`config.mk`:
```
export PLATFORM = sky130hd
export DESIGN_NAME = med_frame_writer
export DESIGN_NICKNAME = d
export VERILOG_FILES = /design/src/rtl/med_frame_writer_pkg.sv /design/src/rtl/med_frame_writer_skid.sv /design/src/rtl/med_frame_writer.sv
export SDC_FILE = /design/constraint.sdc
export NUM_CORES = 1
export LEC_CHECK = 0
export ABC_CLOCK_PERIOD_IN_PS = 5000
export CAP_MARGIN = 20
export CORE_UTILIZATION = 30
export CTS_BUF_LIST = sky130_fd_sc_hd__clkbuf_4 sky130_fd_sc_hd__clkbuf_8 sky130_fd_sc_hd__clkbuf_16
export DETAILED_ROUTE_END_ITERATION = 10
export PLACE_DENSITY_LB_ADDON = 0.25
export SYNTH_ARGS = -nofsm -noshare
export SYNTH_HDL_FRONTEND = slang
export SYNTH_HIERARCHICAL = 1
export SYNTH_SLANG_ARGS = --single-unit
```
`constraint.sdc`:
```
create_clock -name clk_75 -period 5 [get_ports clk_75]
set_input_delay 1 -clock clk_75 [delete_from_list [all_inputs] [get_ports clk_75]]
set_output_delay 1 -clock clk_75 [all_outputs]
set_load 0.01 [all_outputs]
```
`src/rtl/med_frame_writer_pkg.sv`:
```
// Shared frame geometry and writer state encoding for the median-filter pipeline.
// med_filter imports the same constants so producer and sink agree on frame size.
package med_pkg;
  localparam int IMG_W     = 222;
  localparam int IMG_H     = 222;
  localparam int FRAME_PIX = IMG_W * IMG_H;
  localparam int DW        = 8;
  localparam int AW        = 16;

  typedef enum logic [1:0] {
    IDLE    = 2'd0,
    CAPTURE = 2'd1,
    DONE    = 2'd2,
    REPLAY  = 2'd3
  } state_t;
endpackage

```
`src/rtl/med_frame_writer_skid.sv`:
```
// Two-entry skid buffer turning a 1-cycle-latency BRAM read into a valid/ready stream.
// A read is granted only if its data is guaranteed a free slot when it returns.
module med_rd_skid #(
  parameter int DW = 8
) (
  input  logic          clk_i,
  input  logic          rst_i,
  input  logic          flush_i,
  input  logic          req_i,
  input  logic          req_last_i,
  output logic          grant_o,
  input  logic [DW-1:0] ram_dout_i,
  output logic          out_valid_o,
  input  logic          out_ready_i,
  output logic [DW-1:0] out_data_o,
  output logic          out_last_o
);
  logic [DW-1:0] data_q [2];
  logic [1:0]    last_q;
  logic          rd_ptr_q, wr_ptr_q;
  logic [1:0]    cnt_q, cnt_after;
  logic          inflight_q, inflight_last_q;
  logic          push, pop;

  // Stream: a beat transfers on out_valid_o & out_ready_i; head entry is held
  // unchanged (entries never shift) while out_valid_o & !out_ready_i.
  assign out_valid_o = (cnt_q != 2'd0);
  assign pop         = out_valid_o & out_ready_i;
  assign push        = inflight_q;
  assign cnt_after   = cnt_q + {1'b0, push} - {1'b0, pop};
  assign grant_o     = req_i & (cnt_after <= 2'd1);
  assign out_data_o  = out_valid_o ? data_q[rd_ptr_q] : '0;
  assign out_last_o  = out_valid_o & last_q[rd_ptr_q];

  always_ff @(posedge clk_i) begin
    if (rst_i || flush_i) begin
      cnt_q           <= 2'd0;
      rd_ptr_q        <= 1'b0;
      wr_ptr_q        <= 1'b0;
      inflight_q      <= 1'b0;
      inflight_last_q <= 1'b0;
    end else begin
      inflight_q      <= grant_o;
      inflight_last_q <= req_last_i;
      cnt_q           <= cnt_after;
      if (push) wr_ptr_q <= ~wr_ptr_q;
      if (pop)  rd_ptr_q <= ~rd_ptr_q;
    end
  end

  always_ff @(posedge clk_i) begin
    if (push) begin
      data_q[wr_ptr_q] <= ram_dout_i;
      last_q[wr_ptr_q] <= inflight_last_q;
    end
  end
endmodule

```
`src/rtl/med_frame_writer.sv`:
```
// Captures one filtered frame into an external single-port BRAM in raster order,
// then replays it on demand as a valid/ready stream; dbg_state exposes the FSM.
module med_frame_writer #(
  parameter int IMG_W = med_pkg::IMG_W,
  parameter int IMG_H = med_pkg::IMG_H,
  parameter int DW    = med_pkg::DW,
  parameter int AW    = med_pkg::AW
) (
  input  logic          clk_75,
  input  logic          rst,
  input  logic          start,
  input  logic          pix_valid,
  input  logic [DW-1:0] pix_data,
  output logic          ram_we,
  output logic [AW-1:0] ram_addr,
  output logic [DW-1:0] ram_din,
  input  logic [DW-1:0] ram_dout,
  input  logic          rd_start,
  output logic          rd_valid,
  input  logic          rd_ready,
  output logic [DW-1:0] rd_data,
  output logic          rd_last,
  output logic          busy,
  output logic          finished,
  output logic          overflow,
  output logic [1:0]    dbg_state
);
  import med_pkg::*;

  localparam logic [AW-1:0] LAST_ADDR = AW'(IMG_W * IMG_H - 1);

  state_t        state_q, state_d;
  logic [AW-1:0] wr_cnt_q, wr_cnt_d, rd_addr_q, rd_addr_d;
  logic          all_issued_q, all_issued_d, overflow_q, overflow_d;
  logic          wr_en, wr_last, rd_req, rd_grant, rd_fire;

  // start overrides every state, so a pixel arriving with it lands at address 0.
  assign wr_en   = !rst && pix_valid && (start || state_q == CAPTURE);
  assign wr_last = !start && state_q == CAPTURE && pix_valid && wr_cnt_q == LAST_ADDR;
  assign rd_req  = !rst && !start &&
                   ((state_q == DONE && rd_start) || (state_q == REPLAY && !all_issued_q));
  assign rd_fire = rd_valid && rd_ready && rd_last;

  always_ff @(posedge clk_75) begin
    if (rst) state_q <= IDLE;
    else     state_q <= state_d;
  end

  always_comb begin
    state_d = state_q;
    if (start) state_d = CAPTURE;
    else begin
      case (state_q)
        CAPTURE: if (wr_last)  state_d = DONE;
        DONE:    if (rd_start) state_d = REPLAY;
        REPLAY:  if (rd_fire)  state_d = DONE;
        default: state_d = state_q;
      endcase
    end
  end

  always_comb begin
    ram_we    = wr_en;
    ram_addr  = '0;
    ram_din   = '0;
    if (wr_en) begin
      ram_addr = start ? '0 : wr_cnt_q;
      ram_din  = pix_data;
    end else if (rd_grant) begin
      ram_addr = rd_addr_q;
    end
    busy      = (state_q == CAPTURE) || (state_q == REPLAY);
    finished  = (state_q == DONE) || (state_q == REPLAY);
    overflow  = overflow_q;
    dbg_state = state_q;
  end

  always_comb begin
    wr_cnt_d     = wr_cnt_q;
    rd_addr_d    = rd_addr_q;
    all_issued_d = all_issued_q;
    overflow_d   = overflow_q;
    if (start) begin
      wr_cnt_d     = pix_valid ? AW'(1) : '0;
      rd_addr_d    = '0;
      all_issued_d = 1'b0;
      overflow_d   = 1'b0;
    end else begin
      if (state_q == CAPTURE && pix_valid && wr_cnt_q != LAST_ADDR)
        wr_cnt_d = wr_cnt_q + AW'(1);
      if ((state_q == DONE || state_q == REPLAY) && pix_valid)
        overflow_d = 1'b1;
      // Each address is issued exactly once per replay; all_issued stops the counter.
      if (rd_grant) begin
        if (rd_addr_q == LAST_ADDR) all_issued_d = 1'b1;
        else                        rd_addr_d    = rd_addr_q + AW'(1);
      end
      if (state_q == REPLAY && rd_fire) begin
        rd_addr_d    = '0;
        all_issued_d = 1'b0;
      end
    end
  end

  always_ff @(posedge clk_75) begin
    if (rst) begin
      wr_cnt_q     <= '0;
      rd_addr_q    <= '0;
      all_issued_q <= 1'b0;
      overflow_q   <= 1'b0;
    end else begin
      wr_cnt_q     <= wr_cnt_d;
      rd_addr_q    <= rd_addr_d;
      all_issued_q <= all_issued_d;
      overflow_q   <= overflow_d;
    end
  end

  med_rd_skid #(.DW(DW)) u_skid (
    .clk_i       (clk_75),
    .rst_i       (rst),
    .flush_i     (start),
    .req_i       (rd_req),
    .req_last_i  (rd_addr_q == LAST_ADDR),
    .grant_o     (rd_grant),
    .ram_dout_i  (ram_dout),
    .out_valid_o (rd_valid),
    .out_ready_i (rd_ready),
    .out_data_o  (rd_data),
    .out_last_o  (rd_last)
  );
endmodule
```
# ---- After elaboration in Yosys (flattened, before gate mapping)
# Memory sizes are Yosys's and may differ from the RTL's. A register that Yosys moved wholly into a read port is not among the register bits.
# Index checks and enable logic that the tools add are counted.
dict set report word_totals {
  output_inout_bits 40
  wordCells 95
  latch_bits 0
  rom_bits 0
  in_bits 22
  mem_bits_rw 16
  mem_count 1
  register_bits 44
}
dict set report op_classes {
  addsub 4
  n_reduce_logical 34
  n_shift 0
  multipliers 0
  n_eq_ne 12
  mux 22
  div_mod_pow 0
  n_lt_le_gt_ge 4
  bitwise_logic 6
}
# memory words word_bits rd rd_clocked_by_memory_dff write_ports line_no
set memory_table {}
lappend memory_table {u_skid.data_q 2 8 1 1 1 med_frame_writer_skid.sv:18} ;# logic [DW-1:0] data_q [2];
# cell n
set op_table {}
lappend op_table {{$mux 16} 5}
lappend op_table {{$add 16x1->16 const B} 2}
lappend op_table {{$eq 16x16->1 const B} 2}
lappend op_table {{$logic_and 1x1->1} 16}
lappend op_table {{$mux 8} 2}
lappend op_table {{$ne 16x16->1 const B} 1}
lappend op_table {{$mux 1} 9}
lappend op_table {{$ne 3x3->1 const B} 3}
lappend op_table {{$reduce_and 4->1} 2}
lappend op_table {{$mux 2} 3}
lappend op_table {{$ne 2x2->1 const B} 3}
lappend op_table {{$pmux 2 s3} 1}
lappend op_table {{$logic_or 1x1->1} 5}
lappend op_table {{$eq 2x2->1 const B} 2}
lappend op_table {{$lt 1x2->1 const B} 2}
lappend op_table {{$reduce_and 2->1} 2}
lappend op_table {{$reduce_bool 2->1} 2}
lappend op_table {{$reduce_bool 4->1} 1}
lappend op_table {{$and 1x1->1} 3}
lappend op_table {{$logic_not 1->1} 3}
lappend op_table {{$not 1->1} 3}
lappend op_table {{$reduce_bool 3->1} 1}
lappend op_table {{$reduce_or 3->1} 1}
lappend op_table {{$add 2x1->2} 1}
lappend op_table {{other kinds (7)} 7}

# ---- Longest topological paths before layout
dict set report depth {
  word_depth 7
  depth_mapped 12
  mapped_depth_nobuf 10
}

# ---- Modules after synthesis
# The synthesis kept the hierarchy.
# mod seq_area_each_um2 cells_each area_per_inst_um2 instances
set modules_own_cells {}
lappend modules_own_cells {med_frame_writer 720.7 250 2107.0 1}
lappend modules_own_cells {med_rd_skid 680.7 66 972.2 1}

# ---- Worst setup path before layout
# No wires, ideal clock.
dict set report synth_path {
  path_kind {input to output}
  start {input port rd_ready}
  end {output port ram_addr[10]}
  setup_slack_ns 1.127
  path_stages 10
  path_buffers 2
  arrival_ns 2.873
  required_time_ns 4.000
  cell_sequence {o21a_1 ha_1 inv_1 ha_1 xnor3_1 and2_1 buf_4 nor2b_1 clkbuf_1 a22o_1}
}
dict set report synth_between {
  elab_chain_cells 6
}
# item line_no
set synth_rtl {}
lappend synth_rtl {{from (decl)} med_frame_writer.sv:20} ;# input logic rd_ready,
lappend synth_rtl {{$and 1x1->1} med_frame_writer_skid.sv:28} ;# assign pop = out_valid_o & out_ready_i;
lappend synth_rtl {{$sub 2x1->2} med_frame_writer_skid.sv:30} ;# assign cnt_after = cnt_q + {1'b0, push} - {1'b0, pop};
lappend synth_rtl {{$le 2x1->1} med_frame_writer_skid.sv:31} ;# assign grant_o = req_i & (cnt_after <= 2'd1);
lappend synth_rtl {{$and 1x1->1} med_frame_writer_skid.sv:31}
lappend synth_rtl {{via rd_grant} med_frame_writer.sv:35} ;# logic wr_en, wr_last, rd_req, rd_grant, rd_fire;
lappend synth_rtl {{$mux 16} med_frame_writer.sv:69} ;# end else if (rd_grant) begin
lappend synth_rtl {{$mux 16} med_frame_writer.sv:66} ;# if (wr_en) begin
lappend synth_rtl {{to (decl)} med_frame_writer.sv:15} ;# output logic [AW-1:0] ram_addr,
# The timed path passes the listed nets, and every way through them passes these cells.

# ---- Worst setup path after layout
dict set report layout_path {
  start {input port rd_ready}
  end {output port ram_addr[14]}
}
dict set report layout_between {
  elab_chain_cells 6
}
# item line_no
set layout_rtl {}
lappend layout_rtl {{$and 1x1->1} med_frame_writer_skid.sv:28}
lappend layout_rtl {{via u_skid.pop} med_frame_writer_skid.sv:23} ;# logic push, pop;
lappend layout_rtl {{$sub 2x1->2} med_frame_writer_skid.sv:30}
lappend layout_rtl {{$le 2x1->1} med_frame_writer_skid.sv:31}
lappend layout_rtl {{$and 1x1->1} med_frame_writer_skid.sv:31}
lappend layout_rtl {{via rd_grant} med_frame_writer.sv:35}
lappend layout_rtl {{$mux 16} med_frame_writer.sv:69}
lappend layout_rtl {{$mux 16} med_frame_writer.sv:66}
# The timed path passes the listed nets, and every way through them passes these cells.

==> run summary <==
The flow ran to the end, and the final reports show no timing, DRC or antenna violations. The tools report the clock buffer count from CTS as 9. Clock root buffer: sky130_fd_sc_hd__clkbuf_8. Across all hold checks on the routed design, the worst slack comes to 427 ps. The leakage dissipation came out at 1.37 nW. The critical path data arrival time was 3610 ps. Timing would allow up to 217 MHz.

The post-synthesis sequential element count is 61. The kind of cell adding the most delay to the critical path is buffers and inverters. 0 antenna diodes ended up in the layout. The number of routed nets with antenna violations was 0; the number of vias per cell was 5.18.

The maximum level of the CTS H-tree is 3. The final core area utilization is 41.4%. The critical path's slowest cell was sky130_fd_sc_hd__clkdlybuf4s50_1. The worst hold path belongs to the class register to register.

The average cell area after synthesis is 9.74 sq um. The endpoint identified for the worst register-to-register timing path is rd_addr_q[15]. The initial antenna violation count is 0, and the final critical-path share of the clock period is 92.2%. At the end of routability-driven placement, the weighted congestion stood at 0.830. The wire length of the first global-routing pass came out at 12400 um. The predominant post-synthesis flop cell is sky130_fd_sc_hd__dfxtp_1. After technology mapping, the gate count stands at 316.

The share of flip-flops with an asynchronous set or reset after synthesis is 0%. The die covers 0.0107 sq mm. The number of nets in the synthesized netlist is 345. Subtracting the final worst setup slack from the clock period gives 4610 ps.

The final layout contains 412 nets. The routed design has 8070 um of wire. The reg2reg setup slack came out at 2240 ps. The signal on the critical path passes through clkdlybuf4s50_1 -> o21a_1 -> ha_1 -> inv_1 -> ha_1 -> xnor3_1 -> and2_1 -> nor2b_4 -> a22o_1 -> clkdlybuf4s50_1. For this run the aggregate overflow at the end of global routing stands at 0. Global routing consumed, over all layers together, 15.4% of the routing resources. The final clock skew is 12.7 ps, and the count of distinct cell types in the synthesized netlist is 53. Delay contributed by the slowest stage of the critical path: 540 ps. For the worst-skew pair, the clock arrives at the later sink with an insertion delay of 350 ps. Entering global routing, the biggest net connects 19 pins.

The worst register-to-register path begins at u_skid/cnt_q[1]. The HPWL after detailed placement was 5650 um; the number of logic stages on the critical path including buffering was 10. In this run the tightest slew margin relative to its limit is 51.5%. The horizontal extent of the die is 103 um. The critical path in this run is classified as input pin to output pin. The number of hold violations in the final report was 0. TritonCTS built the clock tree.

The via total after detailed routing is 2701. Setup repair after global routing left no endpoint under its margin. After clock tree synthesis, the clock-pin slew on the worst setup and hold paths is 80 ps.

The area growth from synthesis to final layout works out to 32.5%. Of all nets on the critical path, the largest fanout is 15. The count of pins over their slew limit was 0. Pin placement for this block handled 62 I/O pins.

Total of hold buffers inserted after clock tree synthesis: 0. The run gives 61 as the clock sink count. The worst register-to-register path has a depth of 11.

Counting flops with a built-in enable in the synthesized netlist gives 18. For this run, design rule violations remaining after detail routing come to 0. In this run the cell area of the synthesized design comes to 0.00308 sq mm.

The maximum VDD drop is 0.147 mV. Worst setup path endpoint: ram_addr[14]. For this run, the number of Yosys warnings is 6. Counting the fill cells in the layout gives 985.

The first detailed-routing pass took 4 iterations. Max-cap violations in this run came to 0. The first routing iteration left 108 violations. The sequential element share of the synthesized area is 45.5%. The die is 103 um tall.

The required time at the endpoint of the critical path came out at 4000 ps. Registers take 0.00140 sq mm. The placeable core region is 0.00986 sq mm, and the sum of buffers and inverters on the critical path is 3.

Cells with a size suffix above 1 make up 10.1% of the layout. In this run the core area contains 36 standard-cell rows. The final routed wire length divided by cell count was 15.5 um. The tools report the start point of the critical path as rd_ready. The starting utilization of the core area came out at 31.2%. The element type at the critical path start was an input pin. The worst setup path is captured at an output pin.

The logs give 2464 for the number of global-route vias before repair and 2 for the maximum number of buffers from clock root to sink. Setup violations remaining at the end of the flow were counted as 0. The footprint of the multi-input gates was 0.00160 sq mm; the count of buffers from port buffering was 61.

Dividing total power by cell area gives a power density of 271 mW/mm^2. Measured slew at the worst slew-check pin: 725 ps.
layer usage:
metal / share of wire, % / track usage [%]
met4: 2.2 / 6.83
met2: 47 / 24.9
met5: 0 / 0
met3: 4.8 / 3.63
met1: 46 / 19.8
sequential cells by signal (all words and copies together), names as in the netlist, named ones only:
signal,count
u_skid/wr_ptr_q,1
wr_cnt_q,16
u_skid/data_q,16
u_skid/rd_ptr_q,1
u_skid/inflight_q,1
all_issued_q,1
u_skid/last_q,2
rd_addr_q,16
dbg_state,2
overflow,1
u_skid/cnt_q,2
u_skid/inflight_last_q,1
metrics by stage:
step	total power, mW	worst slack [ps]	TNS (ps)	instances	cell area [sq um]
global route	1.15	194	0	521	4080
global placement	0.614	-114	-1380	505	3850
floorplan	0.566	1130	0	316	3080
finish	1.11	392	0	521	4080
CTS	1.12	165	0	521	4080
detailed placement	0.615	-157	-1980	505	3850
synthesized netlist by cell type (2+ instances only):
library cell	count	area, sq um
sky130_fd_sc_hd__nand2_1	16	60.1
sky130_fd_sc_hd__and2_1	14	87.6
sky130_fd_sc_hd__or2_2	4	25.0
sky130_fd_sc_hd__nand3_1	14	70.1
sky130_fd_sc_hd__buf_2	4	20.0
sky130_fd_sc_hd__and3_1	2	12.5
sky130_fd_sc_hd__dfxtp_1	43	861
sky130_fd_sc_hd__xnor2_1	9	78.8
sky130_fd_sc_hd__nand2b_1	2	12.5
sky130_fd_sc_hd__o31ai_1	5	37.5
sky130_fd_sc_hd__xor2_1	8	70.1
sky130_fd_sc_hd__nor2_1	39	146
sky130_fd_sc_hd__and4_1	4	35.0
sky130_fd_sc_hd__o211ai_1	4	30.0
sky130_fd_sc_hd__inv_1	10	37.5
sky130_fd_sc_hd__o22ai_1	2	12.5
sky130_fd_sc_hd__ha_1	7	87.6
sky130_fd_sc_hd__o21ai_0	7	35.0
sky130_fd_sc_hd__mux2i_1	10	100
sky130_fd_sc_hd__nor3_1	8	40.0
sky130_fd_sc_hd__clkbuf_1	6	22.5
sky130_fd_sc_hd__a21oi_1	12	60.1
sky130_fd_sc_hd__or3_1	3	18.8
sky130_fd_sc_hd__or4_4	2	22.5
sky130_fd_sc_hd__nand4_1	10	62.6
sky130_fd_sc_hd__edfxtp_1	18	541
sky130_fd_sc_hd__mux2_2	2	22.5
sky130_fd_sc_hd__nor2b_1	2	12.5
sky130_fd_sc_hd__nor4bb_1	2	20.0
sky130_fd_sc_hd__nor4_1	2	12.5
sky130_fd_sc_hd__or4_1	9	67.6
sky130_fd_sc_hd__a22o_1	15	131
cells by family (layout without fill, tap and decap cells):
family	count (synthesis)	in the layout	share of synthesized area, %
buf+inv	21	93	2.84
simple gates	142	142	26.0
compound gates	55	55	13.3
xor+xnor	18	18	5.57
mux	12	12	3.98
fa+ha+maj	7	7	2.84
flops	61	61	45.5
power breakdown:
group	switching (mW)	internal (mW)	total (mW)
sequential	0.00461	0.511	0.516
clock	0.219	0.283	0.502
combinational	0.0425	0.0457	0.0882
area by class of cell:
class | count | share of cell area (%)
clock buffer | 9 | 3.04
clock inverter | 7 | 2.39
inverter | 10 | 0.920
multi-input combinational | 234 | 39.2
sequential | 61 | 34.3
tap | 133 | 4.08
timing repair buffer | 67 | 16.1
cells in the final DEF (no fill, tap or decap), drive strengths merged, types with 11 or more instances in the layout:
cell type      synthesis  routed
clkdlybuf4s50          0      61
dfxtp                 43      43
nor2                  39      39
edfxtp                18      18
nand2                 16      16
a22o                  16      16
and2                  14      14
nand3                 14      14
a21oi                 12      12
inv                   10      12
nand4                 11      11
or4                   11      11
how the worst min path moves through the flow:
stage                                 from          endpoint  depth (start not counted)
floorplan           u_skid/inflight_last_q  u_skid/last_q[0]                          0
global placement    u_skid/inflight_last_q  u_skid/last_q[0]                          0
detailed placement  u_skid/inflight_last_q  u_skid/last_q[0]                          0
CTS                 u_skid/inflight_last_q  u_skid/last_q[0]                          0
global route        u_skid/inflight_last_q  u_skid/last_q[0]                          0
finish              u_skid/inflight_last_q  u_skid/last_q[0]                          0
timing repair:
| action | CTS | global route |
|---|---|---|
| endpoints found under the hold margin | 0 | 0 |
| endpoints found under the setup margin | 15 | 14 |
| gates resized for setup | 1 | 1 |
| setup buffers | 0 | 0 |
| pin swaps | 0 | 0 |
Note: power is estimated with default switching activity, not from simulation.
